<file path="src/rtl/uart_program_loader.sv">
// Boot-time program loader: sends a sync byte over UART, receives a big-endian
// word count and then that many big-endian 32-bit words into instruction memory.
module uart_program_loader #(
  parameter int          ADDR_W    = 14,
  parameter logic [7:0]  SYNC_BYTE = 8'hAA
) (
  input  logic              clk,
  input  logic              rstn,
  input  logic              start,
  input  logic [7:0]        rx_data,
  input  logic              rx_valid,
  input  logic              tx_busy,
  output logic [7:0]        tx_data,
  output logic              tx_start,
  output logic              imem_we,
  output logic [ADDR_W-1:0] imem_addr,
  output logic [31:0]       imem_wdata,
  output logic              busy,
  output logic              done,
  output logic              err,
  output logic [2:0]        state_dbg
);

  typedef enum logic [2:0] {
    S_IDLE, S_SEND_REQ, S_RECV_LEN, S_CHECK_LEN,
    S_RECV_WORD, S_WRITE, S_DONE, S_ERR
  } state_e;

  // Largest accepted word count; 33 bits so ADDR_W up to 32 stays exact.
  localparam logic [32:0] CAPACITY = 33'd1 << ADDR_W;

  state_e              state_q, state_d;
  logic [31:0]         shift_q, shift_d;
  logic [1:0]          byte_idx_q, byte_idx_d;
  logic [31:0]         remaining_q, remaining_d;
  logic [ADDR_W-1:0]   addr_q, addr_d;

  always_ff @(posedge clk) begin
    if (!rstn) begin
      state_q     <= S_IDLE;
      shift_q     <= '0;
      byte_idx_q  <= '0;
      remaining_q <= '0;
      addr_q      <= '0;
    end else begin
      state_q     <= state_d;
      shift_q     <= shift_d;
      byte_idx_q  <= byte_idx_d;
      remaining_q <= remaining_d;
      addr_q      <= addr_d;
    end
  end

  always_comb begin
    state_d     = state_q;
    shift_d     = shift_q;
    byte_idx_d  = byte_idx_q;
    remaining_d = remaining_q;
    addr_d      = addr_q;
    tx_start    = 1'b0;
    imem_we     = 1'b0;

    // Bytes are collected MSB first in every receiving state, WRITE included,
    // so a strobe landing on the write cycle becomes byte 0 of the next word.
    if (rx_valid && (state_q == S_RECV_LEN || state_q == S_RECV_WORD ||
                     state_q == S_WRITE)) begin
      shift_d    = {shift_q[23:0], rx_data};
      byte_idx_d = byte_idx_q + 2'd1;
    end

    case (state_q)
      S_IDLE: begin
        if (start) state_d = S_SEND_REQ;
      end
      S_SEND_REQ: begin
        if (!tx_busy) begin
          tx_start = 1'b1;
          state_d  = S_RECV_LEN;
        end
      end
      S_RECV_LEN: begin
        if (rx_valid && byte_idx_q == 2'd3) state_d = S_CHECK_LEN;
      end
      S_CHECK_LEN: begin
        if (shift_q == 32'd0) begin
          state_d = S_DONE;
        end else if ({1'b0, shift_q} > CAPACITY) begin
          state_d = S_ERR;
        end else begin
          state_d     = S_RECV_WORD;
          remaining_d = shift_q;
          addr_d      = '0;
          byte_idx_d  = 2'd0;
        end
      end
      S_RECV_WORD: begin
        if (rx_valid && byte_idx_q == 2'd3) state_d = S_WRITE;
      end
      S_WRITE: begin
        imem_we     = 1'b1;
        remaining_d = remaining_q - 32'd1;
        if (remaining_q == 32'd1) begin
          state_d = S_DONE;
        end else begin
          state_d = S_RECV_WORD;
          addr_d  = addr_q + {{(ADDR_W-1){1'b0}}, 1'b1};
        end
      end
      S_DONE:  state_d = S_DONE;
      S_ERR:   state_d = S_ERR;
      default: state_d = S_IDLE;
    endcase
  end

  assign tx_data    = SYNC_BYTE;
  assign imem_addr  = addr_q;
  assign imem_wdata = shift_q;
  assign done       = (state_q == S_DONE);
  assign err        = (state_q == S_ERR);
  assign busy       = !(state_q == S_IDLE || state_q == S_DONE || state_q == S_ERR);
  assign state_dbg  = state_q;

endmodule

</file>
<file path="config.mk">
export PLATFORM = sky130hd
export DESIGN_NAME = uart_program_loader
export DESIGN_NICKNAME = d
export VERILOG_FILES = /design/src/rtl/uart_program_loader.sv
export SDC_FILE = /design/constraint.sdc
export NUM_CORES = 1
export LEC_CHECK = 0
export CORE_UTILIZATION = 52
export CTS_CLUSTER_SIZE = 20
export DETAILED_ROUTE_END_ITERATION = 10
export GPL_TIMING_DRIVEN = 0
export PLACE_DENSITY = 0.8
export SYNTH_ARGS = -nofsm -noshare
export SYNTH_HDL_FRONTEND = slang
export SYNTH_SLANG_ARGS = --single-unit
export TNS_END_PERCENT = 5
</file>
<file path="constraint.sdc">
create_clock -name clk -period 3.6 [get_ports clk]
set_clock_uncertainty 0.2 [all_clocks]
set_input_delay 0.9 -clock clk [delete_from_list [all_inputs] [get_ports clk]]
set_output_delay 0.9 -clock clk [all_outputs]
set_load 0.005 [all_outputs]
</file>
==> flow_summary.yaml <==
placed_design:
  finalWeightedCongestion: 0.8644
  placedCellCount: 701
  hpwlAfterDp_um: 7823
  port_buffers: 66
  placed_cell_area_um2: 4851
  preCtsSetupSlack_ps: 263.3
sta:
  min_period_ps: 3424
  setup_viol: 0
  maxSlewHeadroom: 0.2642
  max_freq_ghz: 0.2920
  post-route-period-util: 0.9512
  timing.final.ws_setup_ps: 175.6
  setup_tns_ps: 0
  worst_slew_pin_slew_ps: 1094
  final_max_slew_viol_count: 0
  rsz0062_at_grt: "false"
  hold_viol: 0
pwr:
  p_total_w: 0.001921
  p_per_area_nw_per_um2: 379.7
  p_leak_nw: 1.705
  vdd_drop_max_mv: 0.2097
worst_setup_path:
  cp_common_cell: "clkbuf_2"
  cp-end-kind: "primary output"
  cpMaxStageDelayCell: "clkdlybuf4s50_1"
  cp_slowest_stage_delay_ps: 550
  required_ps: 2500
  crit_path_start: "state_dbg[2]"
  crit_chain: "nand3_1 -> inv_1 -> clkbuf_2 -> clkbuf_2 -> clkdlybuf4s50_1"
  cp-start-kind: "flop"
  cp_max_fo: 10
  critPathKind: "flop to primary output"
  cp.arrival_ps: 2320
  regToRegStartpoint: "remaining_q[2]"
clock_network:
  cts_buffer_depth: 2
  numClockSinks: 83
  clkSlewWorstSetupHoldPaths_ps: 80
  cts_tree: "yes"
  numCtsBuffers: 9
  clkLatencyLatePin_ps: 360
  htree_num_levels: 3
  cts.root.buffer_cell: "clkbuf_8"
global_routing:
  grt-ovfl-total: 0
  grt_pass1_wl_um: 18110
  grtUsageTotal: 0.2747
  grt_pass1_vias: 3811
  antenna_found_initial: 0
  grt_max_degree: 14
hold_path:
  hold_path_class: "flop to flop"
  hold_start: "remaining_q[16]"
logic_synthesis:
  synthCells: 530
  synth_top_family_by_area: "simple AND/OR/NAND/NOR gates"
  syn_area_um2: 4044
  synthArstFlopShare: 0
  syn_avg_cell_area_um2: 7.630
  yosysMostFrequentCell: "nand2_1"
  synth_flop_cell: "dfxtp_1"
  synth_compound_gate_area_share: 0.2348
  synth_seq_cells: 83
  ys_seq_area_frac: 0.4109
  synthTopCellsByCount: "nand2_1 (93), a21oi_1 (89), dfxtp_1 (83)"
  synth_area_leaders: "dfxtp_1 (41%), a21oi_1 (11%), nand2_1 (8.6%)"
  synth_simple_gate_area_frac: 0.2760
  yosys.area_share.xor_xnor: 0.006498
  synth_edf_count: 0
  synthAdderAreaFrac: 0.01238
  synth_area_leader_cell: "dfxtp_1"
  synth.yosys.warnings: 0
  ys_types: 51
  synthMuxAreaShare: 0
  yosys.area.top_type_share: 0.4109
layout:
  fillers: 630
  fin_nets: 630
  syn_to_final_growth_pct: 25.09
  design_area_um2: 5059
  stdcell_count: 717
  antenna_cells: 0
  layout-drive-gt1-share: 0.06472
floorplan:
  die_h_um: 90.19
  start_util: 0.5487
  io-pin-count: 75
  fp.dieW_um: 90.19
  die_area_um2: 8133
  rows: 31
  core_um2: 7370
routing:
  wl_met1_um: 4883
  drcViolationCount: 0
  wl_per_cell_um: 15.45
  met2WireLength_um: 5254
  drt_iter0_drc: 263
  wl_met3_um: 713
  drtPass1Iterations: 7
  finalWirelength_um: 11080
  routed-via-count: 4251
  ant_nets: 0
  top_layer_used: "met4"
  avgViaCountPerCell: 5.929
flow_run:
  drv_cap: 0
status:
  outcome: "finished, final reports clean"
-- path summary, 6_finish.rpt --
| path | to | slack (ps) | cells past startpoint |
|---|---|---|---|
| worst max-delay path | imem_we | 180 | 5 |
| worst min-delay path | remaining_q[16] | 260 | 1 |
| worst max register to register | remaining_q[25] | 320 | 6 |
| worst min register to register | remaining_q[16] | 260 | 1 |
-- metrics by stage --
stage	hold slack [ps]	util
floorplan	222.4	-
global placement	241.2	0.6582
detailed placement	250.8	0.6582
CTS	263.0	0.6862
global route	286.6	0.6864
finish	261.5	0.6864
-- cell usage in the layout (no fill, tap or decap), drive strengths merged, types with 2 or more instances in the layout --
| master | instances |
|---|---|
| a211oi | 6 |
| or4 | 18 |
| and2 | 4 |
| clkdlybuf4s50 | 66 |
| ha | 4 |
| nor2b | 5 |
| conb | 8 |
| inv | 7 |
| nand3 | 22 |
| dfxtp | 83 |
| nor2 | 35 |
| a21oi | 89 |
| nand4b | 3 |
| o21ai | 29 |
| or3 | 6 |
| xnor2 | 2 |
| nor3 | 13 |
| nand2 | 93 |
| a31oi | 9 |
| nand4 | 3 |
| or2 | 2 |
| o211ai | 2 |
| a22oi | 2 |
| and3 | 4 |
| o31ai | 15 |
| a32oi | 2 |
| clkbuf | 42 |
| buf | 13 |
| nor4 | 13 |
| o21a | 2 |
-- routing by layer --
layer	global-route usage	up-vias
met5	0	-
met4	0.1196	0
met3	0.03638	28
met2	0.4618	178
met1	0.3523	1987
li1	-	2058
-- sequential cells by signal, indices dropped and copies added (netlist names) --
register and count:
state_dbg 3, remaining_q 32, byte_idx_q 2, imem_wdata 32, imem_addr 14
-- what timing repair did --
action,4_1_cts,5_1_grt
hold buffers,0,0
buffers inserted,0,0
gates resized for setup,1,2
setup endpoints to repair,1,1
-- where the power goes --
part / total [W] / internal, W / switching [W]
Combinational: 0.000262 / 0.000101 / 0.000161
Clock: 0.000700 / 0.000361 / 0.000339
Sequential: 0.000959 / 0.000934 / 0.0000244
-- critical path: cells and delay by family (launching register included) --
kind	cells	cell delay [ps]
DFF	1	500
buffers and inverters	4	1300
and+or+nand+nor	1	170
-- cell families (layout without fill, tap and decap cells) --
| kind of cell | Yosys count | after routing |
|---|---|---|
| AND/OR/NAND/NOR | 225 | 225 |
| AO/OA/AOI/OAI | 164 | 164 |
| flip-flops | 83 | 83 |
| buffers and inverters | 49 | 131 |
| adder cells (fa/ha/maj) | 4 | 4 |
| XOR/XNOR | 3 | 3 |
| other | 2 | 8 |
-- layout make-up --
type                    count  area [µm²]  share of cell area
clock buffers              13       158.9             0.03141
inverters                   7       26.28            0.005194
multi-input cells         404        2172              0.4294
clock inverters             3       46.29            0.009152
well taps                  99       123.9             0.02449
repair buffers             66       660.6              0.1306
flip-flops and latches     83        1662              0.3285
plain buffers              42       209.0             0.04131
Power figures use the tool's default switching activity.
